**src/rtl/uart_tx_fifo_if.sv**
```systemverilog
// Byte write channel into the transmit FIFO: a producer offers data_i/valid_i,
// and the transmitter answers with ready_o.
interface uart_tx_fifo_if;
  logic [7:0] data_i;
  logic       valid_i;
  logic       ready_o;

  modport master (output data_i, output valid_i, input ready_o);
  modport slave  (input data_i, input valid_i, output ready_o);
endinterface

```
**src/rtl/uart_tx_fifo.sv**
```systemverilog
// Buffered 8N1 UART transmitter: a circular byte FIFO feeds a start/data/stop
// serialiser. Queued bytes are sent back-to-back, with no idle gap between frames.
module uart_tx_fifo #(
  parameter int unsigned CLKS_PER_BIT = 434,
  parameter int unsigned FIFO_DEPTH   = 16
) (
  input  logic                          clk_i,
  input  logic                          rst_i,
  uart_tx_fifo_if.slave                 wr,
  output logic                          TXD_o,
  output logic                          busy_o,
  output logic [$clog2(FIFO_DEPTH):0]   count_o
);
  localparam int unsigned PTR_W  = $clog2(FIFO_DEPTH);
  localparam int unsigned BAUD_W = $clog2(CLKS_PER_BIT);
  localparam logic [BAUD_W-1:0] BAUD_LAST = BAUD_W'(CLKS_PER_BIT - 1);
  localparam logic [PTR_W:0]    FULL      = (PTR_W + 1)'(FIFO_DEPTH);

  typedef enum logic [1:0] {IDLE, START, DATA, STOP} state_t;

  state_t              r_state, w_state_next;
  logic [7:0]          r_mem [FIFO_DEPTH];
  logic [PTR_W-1:0]    r_wr_ptr, r_rd_ptr;
  logic [PTR_W:0]      r_count;
  logic [7:0]          r_shift, w_shift_next;
  logic [BAUD_W-1:0]   r_baud, w_baud_next;
  logic [2:0]          r_bit, w_bit_next;
  logic                r_txd, w_txd_next;
  logic                w_push, w_pop, w_baud_done, w_has_data;

  assign wr.ready_o  = (r_count != FULL);
  assign w_push      = wr.valid_i && wr.ready_o;
  assign w_has_data  = (r_count != '0);
  assign w_baud_done = (r_baud == BAUD_LAST);

  assign TXD_o   = r_txd;
  assign busy_o  = (r_state != IDLE) || w_has_data;
  assign count_o = r_count;

  always_ff @(posedge clk_i or posedge rst_i) begin
    if (rst_i) begin
      r_state <= IDLE;
    end else begin
      r_state <= w_state_next;
    end
  end

  always_comb begin
    w_state_next = r_state;
    w_pop        = 1'b0;
    w_shift_next = r_shift;
    w_bit_next   = r_bit;
    w_baud_next  = w_baud_done ? '0 : r_baud + 1'b1;
    w_txd_next   = 1'b1;

    unique case (r_state)
      IDLE: begin
        w_baud_next = '0;
        if (w_has_data) begin
          w_pop        = 1'b1;
          w_bit_next   = '0;
          w_state_next = START;
        end
      end
      START: begin
        if (w_baud_done) w_state_next = DATA;
      end
      DATA: begin
        if (w_baud_done) begin
          w_shift_next = r_shift >> 1;
          w_bit_next   = r_bit + 3'd1;
          if (r_bit == 3'd7) w_state_next = STOP;
        end
      end
      STOP: begin
        if (w_baud_done) begin
          if (w_has_data) begin
            w_pop        = 1'b1;
            w_bit_next   = '0;
            w_state_next = START;
          end else begin
            w_state_next = IDLE;
          end
        end
      end
    endcase

    if (w_pop) begin
      w_shift_next = r_mem[r_rd_ptr];
      w_baud_next  = '0;
    end

    // Line level is derived from the next state so the registered TXD_o
    // changes on the same edge as the state it belongs to.
    case (w_state_next)
      START:   w_txd_next = 1'b0;
      DATA:    w_txd_next = w_shift_next[0];
      default: w_txd_next = 1'b1;
    endcase
  end

  always_ff @(posedge clk_i or posedge rst_i) begin
    if (rst_i) begin
      r_shift <= '0;
      r_baud  <= '0;
      r_bit   <= '0;
      r_txd   <= 1'b1;
    end else begin
      r_shift <= w_shift_next;
      r_baud  <= w_baud_next;
      r_bit   <= w_bit_next;
      r_txd   <= w_txd_next;
    end
  end

  always_ff @(posedge clk_i or posedge rst_i) begin
    if (rst_i) begin
      r_wr_ptr <= '0;
      r_rd_ptr <= '0;
      r_count  <= '0;
    end else begin
      if (w_push) r_wr_ptr <= r_wr_ptr + 1'b1;
      if (w_pop)  r_rd_ptr <= r_rd_ptr + 1'b1;
      if (w_push && !w_pop) begin
        r_count <= r_count + 1'b1;
      end else if (w_pop && !w_push) begin
        r_count <= r_count - 1'b1;
      end
    end
  end

  always_ff @(posedge clk_i) begin
    if (w_push) r_mem[r_wr_ptr] <= wr.data_i;
  end
endmodule

```
**src/flat_wrapper.sv**
```systemverilog
// flat-port wrapper written by rule: the top's interface ports become plain ports
module uart_tx_fifo_flat 
#(
  parameter int unsigned CLKS_PER_BIT = 434,
  parameter int unsigned FIFO_DEPTH   = 16
)
  (clk_i, rst_i, TXD_o, busy_o, count_o, wr_data_i, wr_valid_i, wr_ready_o);
  uart_tx_fifo_if wr_i ();
  input  logic clk_i;
  input  logic rst_i;
  output logic TXD_o;
  output logic busy_o;
  output logic [$clog2(FIFO_DEPTH):0] count_o;
  input wire logic [$bits(wr_i.data_i)-1:0] wr_data_i;
  input wire logic [$bits(wr_i.valid_i)-1:0] wr_valid_i;
  output wire logic [$bits(wr_i.ready_o)-1:0] wr_ready_o;
  assign wr_i.data_i = wr_data_i;
  assign wr_i.valid_i = wr_valid_i;
  assign wr_ready_o = wr_i.ready_o;
  uart_tx_fifo #(.CLKS_PER_BIT(CLKS_PER_BIT), .FIFO_DEPTH(FIFO_DEPTH)) u_core (.clk_i(clk_i), .rst_i(rst_i), .wr(wr_i), .TXD_o(TXD_o), .busy_o(busy_o), .count_o(count_o));
endmodule
```
**config.mk**
```make
export PLATFORM = sky130hd
export DESIGN_NAME = uart_tx_fifo_flat
export DESIGN_NICKNAME = d
export VERILOG_FILES = /design/src/rtl/uart_tx_fifo_if.sv /design/src/rtl/uart_tx_fifo.sv /design/src/flat_wrapper.sv
export SDC_FILE = /design/constraint.sdc
export NUM_CORES = 1
export LEC_CHECK = 0
export CORE_ASPECT_RATIO = 1.25
export CORE_MARGIN = 4
export CORE_UTILIZATION = 29
export DETAILED_ROUTE_END_ITERATION = 10
export RECOVER_POWER = 50
export SKIP_LAST_GASP = 1
export SYNTH_ARGS = -nofsm -noshare
export SYNTH_HDL_FRONTEND = slang
export SYNTH_SLANG_ARGS = --single-unit
```
**constraint.sdc**
```tcl
create_clock -name clk_i -period 4.5 [get_ports clk_i]
set_input_delay 0.675 -clock clk_i [delete_from_list [all_inputs] [get_ports clk_i]]
set_output_delay 0.675 -clock clk_i [all_outputs]
set_load 0.005 [all_outputs]
```
==> summary.md, run 1 <==
| Metric | Value |
|---|---|
| Syn Inst Count | `386` |
| Period utilization | `67.8%` |
| Sw Share | `24.4%` |
| H-Tree Depth | `4` |
| Max Clk Rate | `328 MHz` |
| Synth warn | `0` |
| Reg clk slew, reported paths | `60 ps` |
| Post-Syn Area | `0.00691 sq mm` |
| RSZ-0062 raised after global routing | `no` |
| Register area share after synthesis | `68.7%` |
| Clk_lat worst skew | `420 ps` |
| Placed cells | `680` |
| Leading post-synthesis cells by cell area | `edfxtp_1, dfrtp_1, mux4_1, mux4_2, ha_1` |
| Grt peak-use layer | `met2` |
| Async set-reset flop share out of synthesis | `22.0%` |
| Port Buffers | `18` |
| Failing checks | `max-capacitance violations, max-slew violations` |
| WL/cell | `18.0 um` |
| Total setup buffers inserted after CTS | `0` |
| Final WS setup | `1450 ps` |
| Met2 Usage GRT | `16.3%` |
| Vias per std cell | `4.81` |
| Synth-to-Final Area Change | `14.7%` |
| Fin Setup TNS | `0 ps` |
| Die area | `0.0264 sq mm` |
| Core Region | `0.0232 sq mm` |
| WL final | `12800 um` |
| Outcome | `finished, violations left` |
| CTS tree | `done` |
| DP Worst Slack | `1430 ps` |
| Worst Setup End Kind | `flop` |
| Synth cell types | `41` |
| Routed vias | `3415` |
| Die X | `146 um` |
| #FFs+latches synth | `164` |
| RD Place Congestion | `0.821` |
| Clock power share | `35.7%` |
| Combinational Power Share | `12.5%` |
| Cts bufs inserted | `17` |
| Met1 Use GR | `13.2%` |
| Commonest non-fill, non-tap cell in the layout | `edfxtp_1` |
| Min-delay src | `u_core.r_bit[1]` |
| Crit path max fanout | `20` |
| Post-Layout Cell Count | `710` |
| Final Hold Viols | `0` |
| Layout Skew | `8.16 ps` |
| Root buf cell | `clkbuf_16` |
| Number of synthesized flops with an enable pin | `128` |
| Post-DRT Antenna Nets | `0` |
| CP required | `4800 ps` |
| Pint | `2.74 mW` |
| Crit path launch | `u_core.count_o[0]` |
| GR Util met3 | `2.34%` |
| Share of power burned in registers | `51.8%` |
| Number of global-route vias before repair | `3548` |
| CP startpoint kind | `flop` |
| Die Span Y | `181 um` |
| CP Class | `reg2reg` |
| Global-route usage over all layers | `10.1%` |
| Post-synth net total | `415` |
| Layout cells sized above 1 | `13.7%` |
| Clock buffer depth | `2` |
| Synthesized area per cell | `17.9 sq um` |
| Final setup violation count | `0` |
| Worst-margin pin slew | `1940 ps` |
| Initial Util | `29.8%` |
| Max-cap violations | `1` |
| Yosys top cell area share | `55.7%` |
| Reg2reg start | `u_core.count_o[0]` |
| NetSw | `0.886 mW` |
| Initial DRC count | `226` |
| # DRC | `0` |
| Final nets | `440` |
| # clock sinks | `164` |
| Fin crit period | `3050 ps` |
| Cell accounting for the most synthesized area | `edfxtp_1` |
| 1st-pass router iterations | `7` |
| Tot Pwr | `3.63 mW` |
| Crit path arrival time | `3350 ps` |
| LEAKAGE | `2.81 nW` |
| Top Ports | `19` |
| Worst hold-check path type | `reg2reg` |
| Max-Slew Margin vs Limit | `-29.6%` |
| Maximum VDD drop | `226 uV` |
| Commonest cells after routing, fill and taps aside | `edfxtp_1, dfrtp_1, nor2_1` |
| Cts repair resizes | `0` |
| Gr ovfl total | `0` |
| PD cells | `458 mW/mm^2` |
| Diodes inserted | `0` |
| Dpl hpwl | `8280 um` |
| Wire length of the first global-routing pass | `20600 um` |
| Largest net degree at the start of global routing | `37` |
| Top_reg_cell synth | `edfxtp_1` |
| Rows | `62` |
| Max Slew Vio Count | `37` |
| Hold_buf cts | `0` |
| Initial antenna violation count | `0` |
==> sequential cells by signal, summed over array words and instances, names as in the netlist <==
name,flops
u_core.r_baud,9
u_core.count_o,5
u_core.TXD_o,1
u_core.r_shift,8
u_core.r_rd_ptr,4
u_core.r_wr_ptr,4
u_core.r_bit,3
u_core.r_state,2
u_core.r_mem,128
==> per-stage QoR <==
step | util, % | area (sq um) | hold WS [ps]
after CTS | 34.2 | 7920 | 494
after global routing | 34.1 | 7920 | 532
final | 34.1 | 7920 | 485
after detailed placement | 31.9 | 7400 | 480
after global placement | 31.9 | 7400 | 471
after floorplan | - | 6910 | 454
==> final timing paths <==
kind                                      end  slack [ps]  cells after the start
max in group asynchronous  u_core.r_rd_ptr[0]        1830                      3
min reg2reg                   u_core.r_bit[1]         480                      2
min in group asynchronous   u_core.count_o[4]        1410                      3
max reg2reg                 u_core.count_o[4]        1450                     13
min                           u_core.r_bit[1]         480                      2
max                         u_core.count_o[4]        1450                     13
==> power groups by stage <==
stage	sequential (mW)	clock, mW	combinational (mW)
floorplan	1.87	0	0.299
global placement	1.90	0	0.441
detailed placement	1.91	0	0.461
CTS	1.88	1.32	0.464
global route	1.90	1.38	0.500
finish	1.88	1.30	0.454
==> worst max-delay path: stages, from the launching register on <==
cell     delay, ps
dfrtp_1        430
nor4_1         480
nor2b_1        320
nor3_2          60
buf_4          210
inv_1           70
ha_1           220
inv_1          110
ha_1           330
a21o_1         170
a21oi_1        180
xnor2_1        140
nor2_1          60
xor2_1         140
==> routing by layer <==
layer,wire length (um),vias to the layer above
li1,-,1556
met1,5570,1768
met2,6420,69
met3,492,22
met4,279,0
met5,0,-
==> synth_stat cells, types with 5 or more instances <==
cell,count
inv_1,13
o21ai_1,7
nor3_1,5
dfrtp_1,35
xor2_1,10
mux4_1,19
clkbuf_1,9
ha_1,17
mux4_2,20
nor2_1,25
edfxtp_1,128
xnor2_1,8
nand2_1,24
mux2i_1,12
==> area by class of cell <==
cell class / count / area (sq um)
repair buffers: 25 / 229
clock inverters: 11 / 90.1
well taps: 288 / 360
multi-input cells: 190 / 2010
clock buffers: 19 / 433
inverters: 13 / 48.8
flip-flops and latches: 164 / 4750
fillers: 2149 / 15300
==> kinds of logic after synthesis <==
group | after synthesis | synth area share, %
flip-flops | 164 | 68.7
AND/OR/NAND/NOR | 75 | 5.06
multiplexers | 54 | 16.0
buffers and inverters | 32 | 2.23
AO/OA/AOI/OAI | 25 | 2.36
XOR/XNOR | 18 | 2.28
adder cells (fa/ha/maj) | 18 | 3.37
Power figures use the tool's default switching activity.
==> run 2: changes to the inputs <==
- clock period: 4.5 -> 2.5 ns (I/O delays scaled with it)
==> run 2 against run 1 <==
Effect of this change: the flow now finishes without violations; setup slack lost 1400 ps; non-clock buffer count grew 26; design area grew 4.4%; die area is the same; clock skew grew 9.2 ps; critical path depth shrank 8; first-iteration DRC count shrank 24%; critical endpoint is now busy_o; highest routed layer unchanged.
==> summary.md, run 2 (synthesized netlist as in run 1, its figures left out) <==
| Metric | Value |
|---|---|
| Top Ports | `19 (unchanged)` |
| Global-route usage over all layers | `10.1% (about the same)` |
| Reg clk slew, reported paths | `70 ps (was 60 ps)` |
| Worst hold-check path type | `in2async (was reg2reg)` |
| RD Place Congestion | `0.854 (was 0.821)` |
| LEAKAGE | `2.99 nW (was 2.81 nW)` |
| Max-Slew Margin vs Limit | `48.5% (was -29.6%)` |
| # DRC | `0 (unchanged)` |
| Initial Util | `29.8% (unchanged)` |
| DP Worst Slack | `70.4 ps (was 1430 ps)` |
| Commonest cells after routing, fill and taps aside | `edfxtp_1, dfrtp_1, buf_4 (was edfxtp_1, dfrtp_1, nor2_1)` |
| Met2 Usage GRT | `17.8% (was 16.3%)` |
| Root buf cell | `clkbuf_16 (unchanged)` |
| Clock buffer depth | `2 (unchanged)` |
| Die area | `0.0264 sq mm (unchanged)` |
| 1st-pass router iterations | `4 (was 7)` |
| Biggest register | `u_core.r_mem (unchanged)` |
| Period utilization | `96.7%` |
| H-Tree Depth | `4 (unchanged)` |
| Dpl hpwl | `8560 um (was 8280 um)` |
| WL/cell | `17.2 um (was 18.0 um)` |
| Wire length of the first global-routing pass | `20500 um (was 20600 um)` |
| FF/Latch Area | `0.00475 sq mm (unchanged)` |
| Crit path arrival time | `2040 ps (was 3350 ps)` |
| Final setup violation count | `0 (unchanged)` |
| Largest register FFs | `128 (unchanged)` |
| Crit path max fanout | `4 (was 20)` |
| Layout cells sized above 1 | `22.2% (was 13.7%)` |
| Die X | `146 um (unchanged)` |
| Core Region | `0.0232 sq mm (unchanged)` |
| Number of fill cells | `2129 (was 2149)` |
| Port Buffers | `18 (unchanged)` |
| Synth-to-Final Area Change | `19.7% (was 14.7%)` |
| Fin Setup TNS | `0 ps (unchanged)` |
| Die Span Y | `181 um (unchanged)` |
| CTS tree | `done (unchanged)` |
| Total setup buffers inserted after CTS | `0 (unchanged)` |
| Gr ovfl total | `0 (unchanged)` |
| Clk_lat worst skew | `430 ps (was 420 ps)` |
| Maximum VDD drop | `433 uV (was 226 uV)` |
| Commonest non-fill, non-tap cell in the layout | `edfxtp_1 (unchanged)` |
| Final nets | `466 (was 440)` |
| Initial DRC count | `171 (was 226)` |
| Biggest regs | `u_core.r_mem (128), u_core.r_baud (9), u_core.r_shift (8) (unchanged)` |
| Routed vias | `3522 (was 3415)` |
| Max-cap violations | `0 (was 1)` |
| Outcome | `finished clean (was finished, violations left)` |
| Fin crit period | `2420 ps` |
| PD cells | `834 mW/mm^2 (was 458 mW/mm^2)` |
| Max Clk Rate | `414 MHz` |
| WL final | `12700 um (was 12800 um)` |
| Worst Setup End Kind | `primary output (was flop)` |
| Cts bufs inserted | `17 (unchanged)` |
| GR Util met3 | `2.54% (was 2.34%)` |
| Final Hold Viols | `0 (unchanged)` |
| Number of global-route vias before repair | `3739 (was 3548)` |
| Layout Skew | `17.4 ps (was 8.16 ps)` |
| Initial antenna violation count | `0 (unchanged)` |
| Met1 Use GR | `11.8% (was 13.2%)` |
| Max Slew Vio Count | `0 (was 37)` |
| CP Class | `reg2out (was reg2reg)` |
| Final WS setup | `82.6 ps (was 1450 ps)` |
| CP startpoint kind | `flop (unchanged)` |
| Largest net degree at the start of global routing | `36 (was 37)` |
| CP required | `2120 ps (was 4800 ps)` |
| Post-DRT Antenna Nets | `0 (unchanged)` |
| Area occupied by multi-input gates | `0.00206 sq mm (was 0.00201 sq mm)` |
| Grt peak-use layer | `met2 (unchanged)` |
| Vias per std cell | `4.77 (was 4.81)` |
| Worst-margin pin slew | `773 ps (was 1940 ps)` |
| # clock sinks | `164 (unchanged)` |
| RSZ-0062 raised after global routing | `yes (was no)` |
| Diodes inserted | `0 (unchanged)` |
| Rows | `62 (unchanged)` |
-- run 2: worst paths after layout --
kind | startpoint | endpoint | slack (ps) | cells after the start
hold reg to reg | u_core.r_bit[1] | u_core.r_bit[1] | 510 | 2
min in group clk_i | u_core.r_bit[1] | u_core.r_bit[1] | 510 | 2
setup / recovery | u_core.count_o[1] | busy_o | 80 | 5
setup reg to reg | u_core.r_baud[1] | u_core.count_o[4] | 90 | 14
max in group asynchronous | rst_i | u_core.r_rd_ptr[0] | 1160 | 3
hold / removal | rst_i | u_core.count_o[2] | 300 | 2
-- run 2: cell type report --
class	instances	share of cell area, %
multi-input combinational	190	25.0
tap	288	4.36
inverter	13	0.620
sequential	164	57.4
timing repair buffer	51	5.40
clock buffer	17	5.14
clock inverter	15	2.12
-- run 2: critical path: stages, from the launching register on --
cell	delay [ps]
dfrtp_1	430
nor4_4	330
nor2b_2	230
buf_4	130
nand2_1	50
clkdlybuf4s50_1	460
-- run 2: metrics by stage --
step                instances  area [sq um]  power, mW  hold WS, ps  utilization, %
finish                    738          8270       6.89          300            35.7
global route              738          8270       7.22          302            35.7
CTS                       738          8270       7.00          146            35.7
detailed placement        706          7660       4.40          491            33.0
global placement          706          7660       4.33          470            33.0
floorplan                 386          6960       3.96          454               -
-- run 2: power breakdown --
| part | switching [mW] | internal [mW] | leakage [nW] |
|---|---|---|---|
| Combinational | 0.498 | 0.460 | 1.11 |
| Clock | 1.20 | 1.35 | 0.291 |
| Sequential | 0.150 | 3.23 | 1.60 |
-- run 2: repair_timing --
item                                    CTS  global route
cloned                                    0             0
pin swaps                                 0             1
endpoints found under the setup margin    1             2
resized for setup                         1             1
hold buffers                              0             0
-- run 2: per-layer routing --
metal	wire, um	share of wire (%)	vias up
met3	443	3.5	13
li1	-	-	1612
met1	5200	41	1822
met4	159	1.3	0
met2	6900	54	75
met5	0	0	-
